$ cat config.mk
export PLATFORM = sky130hd
export DESIGN_NAME = sb_issue_ctrl
export DESIGN_NICKNAME = d
export VERILOG_FILES = /design/src/rtl/sb_pkg.sv /design/src/rtl/sb_issue_ctrl_chk.sv /design/src/rtl/sb_issue_ctrl_rr_arbiter.sv /design/src/rtl/sb_issue_ctrl.sv
export SDC_FILE = /design/constraint.sdc
export NUM_CORES = 1
export LEC_CHECK = 0
export ABC_AREA = 0
export BUFFER_PORTS_ARGS = -buffer_cell sky130_fd_sc_hd__clkbuf_2
export CAP_MARGIN = 10
export CORE_UTILIZATION = 40
export DETAILED_ROUTE_END_ITERATION = 8
export SLEW_MARGIN = 10
export SYNTH_ARGS = -nofsm -noshare
export SYNTH_HDL_FRONTEND = slang
export SYNTH_SLANG_ARGS = --single-unit
export TNS_END_PERCENT = 50
$ cat constraint.sdc
create_clock -name clk -period 4.74 [get_ports clk]
set_input_delay 0.948 -clock clk [delete_from_list [all_inputs] [get_ports clk]]
set_output_delay 0.948 -clock clk [all_outputs]
set_load 0.02 [all_outputs]
$ cat src/rtl/sb_pkg.sv
// Shared types and constants for the scoreboard issue controller.
// The popcount helper lets checkers confirm the busy counter tracks the busy vector.
package sb_pkg;

    localparam int NUM_REGS_DEF = 32;
    localparam int IDX_W_DEF    = $clog2(NUM_REGS_DEF);
    localparam int MAX_REGS     = 256;

    typedef logic [IDX_W_DEF-1:0] reg_idx_t;

    function automatic int unsigned popcount(input logic [MAX_REGS-1:0] v);
        int unsigned c;
        c = 32'd0;
        for (int i = 0; i < MAX_REGS; i++) begin
            c = c + {31'd0, v[i]};
        end
        return c;
    endfunction

endpackage

$ cat src/rtl/sb_issue_ctrl_chk.sv
// Assertion checker: the registered busy count must always equal the number of
// busy registers, and register 0 must never be marked busy.
module sb_issue_ctrl_chk
    import sb_pkg::*;
#(
    parameter int NUM_REGS = NUM_REGS_DEF,
    parameter int CNT_W    = $clog2(NUM_REGS) + 1
) (
    input logic                clk,
    input logic                rst,
    input logic [NUM_REGS-1:0] busy,
    input logic [CNT_W-1:0]    busy_cnt
);

    logic [MAX_REGS-1:0] w_busy_ext;

    assign w_busy_ext = MAX_REGS'(busy);

    a_cnt_matches: assert property (@(posedge clk) disable iff (rst)
        busy_cnt == CNT_W'(popcount(w_busy_ext)));

    a_reg0_free: assert property (@(posedge clk) disable iff (rst) !busy[0]);

endmodule

$ cat src/rtl/sb_issue_ctrl_rr_arbiter.sv
// Combinational round-robin arbiter: searches upward from ptr with wrap and
// grants the first active request. The pointer register lives in the caller.
module rr_arbiter #(
    parameter int N  = 2,
    parameter int PW = (N > 1) ? $clog2(N) : 1
) (
    input  logic [N-1:0]  req,
    input  logic [PW-1:0] ptr,
    output logic [N-1:0]  gnt,
    output logic [PW-1:0] gnt_idx,
    output logic          any
);

    // rotating priority search starting at ptr
    always_comb begin
        int idx;
        idx     = 0;
        gnt     = {N{1'b0}};
        gnt_idx = {PW{1'b0}};
        any     = 1'b0;
        for (int k = 0; k < N; k++) begin
            idx = int'(ptr) + k;
            if (idx >= N) begin
                idx = idx - N;
            end else begin
                idx = idx;
            end
            if (!any && req[idx]) begin
                gnt[idx] = 1'b1;
                gnt_idx  = PW'(idx);
                any      = 1'b1;
            end else begin
                any = any;
            end
        end
    end

endmodule

$ cat src/rtl/sb_issue_ctrl.sv
// Scoreboard between decode and execute: tracks busy registers, stalls issue on
// RAW/WAW hazards and round-robins writebacks onto the single RF write port.
module sb_issue_ctrl
    import sb_pkg::*;
#(
    parameter int NUM_REGS = NUM_REGS_DEF,
    parameter int NUM_WB   = 2,
    parameter int IDX_W    = $clog2(NUM_REGS),
    parameter int WB_W     = (NUM_WB > 1) ? $clog2(NUM_WB) : 1
) (
    input  logic                    clk,
    input  logic                    rst,
    input  logic                    flush,
    input  logic                    issue_valid,
    output logic                    issue_ready,
    input  logic [IDX_W-1:0]        issue_rs1,
    input  logic                    issue_rs1_en,
    input  logic [IDX_W-1:0]        issue_rs2,
    input  logic                    issue_rs2_en,
    input  logic [IDX_W-1:0]        issue_rd,
    input  logic                    issue_rd_en,
    input  logic [NUM_WB-1:0]       wb_valid,
    input  logic [NUM_WB*IDX_W-1:0] wb_rd,
    output logic [NUM_WB-1:0]       wb_ready,
    output logic                    rf_we,
    output logic [IDX_W-1:0]        rf_waddr,
    output logic [WB_W-1:0]         rf_wsel,
    output logic [IDX_W:0]          busy_cnt,
    output logic                    wb_err
);

    logic [NUM_REGS-1:0] r_busy;
    logic [WB_W-1:0]     r_rr_ptr;
    logic                r_wb_err;
    logic [IDX_W:0]      r_busy_cnt;

    logic                w_hazard;
    logic                w_fire;
    logic [NUM_WB-1:0]   w_req;
    logic [NUM_WB-1:0]   w_gnt;
    logic [WB_W-1:0]     w_gnt_idx;
    logic                w_any;
    logic [IDX_W-1:0]    w_waddr;

    logic                w_set_en;
    logic                w_clr_en;
    logic                w_spurious;
    logic                w_eff_set;
    logic                w_eff_clr;
    logic [NUM_REGS-1:0] w_busy_nxt;
    logic [IDX_W:0]      w_cnt_nxt;
    logic [WB_W-1:0]     w_ptr_nxt;
    logic                w_err_nxt;

    // hazard check against registered busy only; no writeback bypass
    always_comb begin
        w_hazard = (issue_rs1_en & r_busy[issue_rs1])
                 | (issue_rs2_en & r_busy[issue_rs2])
                 | (issue_rd_en  & r_busy[issue_rd]);
    end

    assign issue_ready = ~rst & ~flush & ~w_hazard;
    assign w_fire      = issue_valid & issue_ready;
    assign w_req       = rst ? {NUM_WB{1'b0}} : wb_valid;

    rr_arbiter #(
        .N  (NUM_WB),
        .PW (WB_W)
    ) u_arb (
        .req     (w_req),
        .ptr     (r_rr_ptr),
        .gnt     (w_gnt),
        .gnt_idx (w_gnt_idx),
        .any     (w_any)
    );

    // select the granted requester's destination; zero when nothing is granted
    always_comb begin
        w_waddr = {IDX_W{1'b0}};
        for (int i = 0; i < NUM_WB; i++) begin
            if (w_gnt[i]) begin
                w_waddr = wb_rd[i*IDX_W +: IDX_W];
            end else begin
                w_waddr = w_waddr;
            end
        end
    end

    assign wb_ready = w_gnt;
    assign rf_we    = w_any;
    assign rf_waddr = w_waddr;
    assign rf_wsel  = w_gnt_idx;
    assign busy_cnt = r_busy_cnt;
    assign wb_err   = r_wb_err;

    // next-state: issue sets, writeback clears, set wins on collision, flush wipes busy
    always_comb begin
        w_set_en   = w_fire & issue_rd_en & (issue_rd != {IDX_W{1'b0}});
        w_clr_en   = w_any & (w_waddr != {IDX_W{1'b0}});
        w_spurious = w_clr_en & ~r_busy[w_waddr];
        w_eff_set  = w_set_en & ~r_busy[issue_rd];
        w_eff_clr  = w_clr_en & r_busy[w_waddr] & ~(w_set_en & (issue_rd == w_waddr));

        w_busy_nxt = r_busy;
        if (w_clr_en) begin
            w_busy_nxt[w_waddr] = 1'b0;
        end else begin
            w_busy_nxt = w_busy_nxt;
        end
        if (w_set_en) begin
            w_busy_nxt[issue_rd] = 1'b1;
        end else begin
            w_busy_nxt = w_busy_nxt;
        end

        case ({w_eff_set, w_eff_clr})
            2'b10:   w_cnt_nxt = r_busy_cnt + {{IDX_W{1'b0}}, 1'b1};
            2'b01:   w_cnt_nxt = r_busy_cnt - {{IDX_W{1'b0}}, 1'b1};
            default: w_cnt_nxt = r_busy_cnt;
        endcase

        if (flush) begin
            w_busy_nxt = {NUM_REGS{1'b0}};
            w_cnt_nxt  = {(IDX_W+1){1'b0}};
        end else begin
            w_cnt_nxt = w_cnt_nxt;
        end

        if (!w_any) begin
            w_ptr_nxt = r_rr_ptr;
        end else if (w_gnt_idx == WB_W'(NUM_WB - 1)) begin
            w_ptr_nxt = {WB_W{1'b0}};
        end else begin
            w_ptr_nxt = w_gnt_idx + {{(WB_W-1){1'b0}}, 1'b1};
        end

        w_err_nxt = r_wb_err | w_spurious;
    end

    // state registers with synchronous reset
    always_ff @(posedge clk) begin
        if (rst) begin
            r_busy     <= {NUM_REGS{1'b0}};
            r_rr_ptr   <= {WB_W{1'b0}};
            r_wb_err   <= 1'b0;
            r_busy_cnt <= {(IDX_W+1){1'b0}};
        end else begin
            r_busy     <= w_busy_nxt;
            r_rr_ptr   <= w_ptr_nxt;
            r_wb_err   <= w_err_nxt;
            r_busy_cnt <= w_cnt_nxt;
        end
    end

    sb_issue_ctrl_chk #(
        .NUM_REGS (NUM_REGS),
        .CNT_W    (IDX_W + 1)
    ) u_chk (
        .clk      (clk),
        .rst      (rst),
        .busy     (r_busy),
        .busy_cnt (r_busy_cnt)
    );

endmodule

==> run metrics <==
leakage power=1.43 nW; vias in the first global route=3212; Pwr Density=216 nW/um2; post-synthesis xor/xnor area fraction=1.90%; fin cells=530; routability cong.=0.947; DR vias=3428; EDFF count, synth=0; post-synthesis adder-cell area fraction=1.16%; largest family of logic cells by synthesized area=compound AO/OA/AOI/OAI gates; Routed Antenna Nets=0; share of cells above drive strength 1=28.3%; global-route wire length before repair=17500 um; Tcrit/Tclk final=92.1%; die area=8420 um2; Seq/Total Area, Yosys=24.8%; I/O pins=51; CTS clk-pin slew, worst paths=0.09 ns; CTS Buf Count=5; cts repair resizes=0; Final Hold Viols=0; status=finished, final reports clean; most used flip-flop cell after synthesis=dfxtp_1; num rows=32; setup violators final=0; DR vias/cell=6.47; Mapped Area=3220 um2; Die Y=91.8 um; worst-case clock buffer depth=2; Port Buf Inserts=50; post-synthesis compound-gate area fraction=24.7%; Worst path max stage delay=0.45 ns; synthesized net count=410; Root Driver=clkbuf_8; largest net degree at the start of global routing=36; FMAX=229 MHz; DR iter-0 viols=284; drt wl/cell=21.6 um; area grow syn2layout=17.1%; CP max stage cell=or3b_2; ranking of synthesized cells by area=dfxtp_1, mux4_2, a32o_1; fin nets=464; hold slack=0.521 ns; RSZ-0062 raised after global routing=false; Remaining DRCs=0; clk_skew=0.0156 ns; Skew-Pair Late Insertion Delay=0.31 ns; Die Wd=91.8 um; H-tree lvl count=2; CTS tree=yes; top cell type's share of synthesized area=24.8%; placed cell count=522; Crit. End Element=flip-flop; post-synthesis area per instance=8.64 um2; Initial Utilization=41.5%; crit-path max FO=11; number of synthesized register bits=40; Synth Area in Simple Gates=20.3%; Crit Path Category=input pin to flip-flop; Syn Inst Count=373; arrival time at the worst endpoint=4.58 ns; Bufs and invs on worst path=3; CTS Sinks=40; commonest non-fill, non-tap cell in the layout=clkbuf_2; mux cell area share after synthesis=21.4%; area of the core=7770 um2; relative slew slack=49.8%; Worst setup SP type=input pin; GR Util All Layers=27.5%; Reg2Reg Setup Slack=0.79 ns; async set-reset flop share out of synthesis=0%; Crit path max-delay family=compound AO/OA/AOI/OAI gates; Hold-fix buffers, CTS=0; crit path time final=4.37 ns; first drt pass iteration count=5; Post-CTS Setup Bufs=0; Worst VDD drop=0.115 mV; post-synth top area cell=dfxtp_1; dpl hpwl=8220 um; Max Cap Violations=0; GRT overflow=0; Worst Max-Slew Pin Slew=0.750 ns; Setup TNS Final=0 ns; Worst Path Required=4.95 ns; synth warn=0; Antenna diodes=0; Slew Viols, Final=0; commonest cells after routing, fill and taps aside=clkbuf_2, nand2_1, dfxtp_1; initial antenna violation count=0; worst hold path type=flip-flop to flip-flop; Routed WL=11400 um; crit-path cells=clkbuf_2 > a21boi_1 > a22o_1 > nand2_1 > inv_2 > mux2i_1 > a32o_1 > a2111oi_0 > buf_4 > o311a_1 > ha_1 > or3b_2 > a21boi_1 > nor2_1 > xnor2_1 > nor2b_1 > xnor2_1 > nor2_1; count of different cell masters after synthesis=58
power by group:
| part | internal (W) | leakage [nW] | switching (W) |
|---|---|---|---|
| Combinational | 0.0000900 | 1.07 | 0.000129 |
| Sequential | 0.000340 | 0.323 | 0.00000582 |
| Clock | 0.000105 | 0.0404 | 0.000144 |
sequential cells by signal (all words and copies together), names as in the netlist:
name,cells
wb_err,1
r_busy,32
busy_cnt,6
r_rr_ptr,1
cell usage after synthesis, drive strengths merged, types with 2 or more instances:
cell type / n
o41ai: 2
mux2i: 25
xnor2: 4
a32oi: 7
nor3: 13
or3: 2
nand3b: 3
nor3b: 2
dfxtp: 40
o21ai: 17
nor2: 23
mux4: 18
nor2b: 3
a21oi: 5
and3: 5
a22oi: 3
o31ai: 3
nor4: 2
mux2: 3
nand2: 43
nand4: 4
a211oi: 3
a21o: 2
ha: 3
buf: 4
inv: 20
a32o: 25
a21boi: 2
or3b: 2
o311ai: 6
or2: 7
nand3: 10
xor2: 3
o221ai: 8
nand2b: 7
o22a: 2
clkbuf: 24
and2: 4
o22ai: 2
o211ai: 4
area by class of cell:
cell class / instances / area, um2
fill: 756 / 3990
multi-input combinational: 285 / 2240
sequential: 40 / 801
timing repair buffer: 75 / 438
tap: 102 / 128
inverter: 20 / 75.1
clock buffer: 5 / 68.8
clock inverter: 3 / 23.8
logic make-up after synthesis:
| logic type | count (synthesis) |
|---|---|
| adder cells (fa/ha/maj) | 3 |
| multiplexers | 46 |
| buffers and inverters | 48 |
| AND/OR/NAND/NOR | 131 |
| flip-flops | 40 |
| XOR/XNOR | 7 |
| AO/OA/AOI/OAI | 98 |
tightest hold or removal path, cell delays in order, from the launching register on:
cell and delay [ns]:
dfxtp_1 0.34, inv_1 0.06, a31oi_1 0.08
metrics by stage:
stage	area (um2)	setup WS, ns	power, W	utilization [%]
floorplan	3230	0.0288	0.000494	-
global placement	3680	0.144	0.000568	47.4
detailed placement	3680	0.0739	0.000569	47.4
CTS	3770	0.384	0.000811	48.6
global route	3770	0.0803	0.000848	48.6
finish	3770	0.374	0.000813	48.6
worst paths after layout:
kind	depth (start not counted)	start	to
max	18	wb_valid[1]	busy_cnt[3]
min reg2reg	2	wb_err	wb_err
min	2	wb_err	wb_err
max reg2reg	16	r_rr_ptr	busy_cnt[3]
layer usage:
layer / vias up / GRT usage (%) / wire (um) / share of wire, %
met5: - / 0 / 0 / 0
met4: 0 / 10.2 / 389 / 3.4
met3: 36 / 5.22 / 1220 / 11
met2: 201 / 42.9 / 5010 / 44
met1: 1642 / 37.7 / 4820 / 42
li1: 1549 / - / - / -
Note: power is estimated with default switching activity, not from simulation.
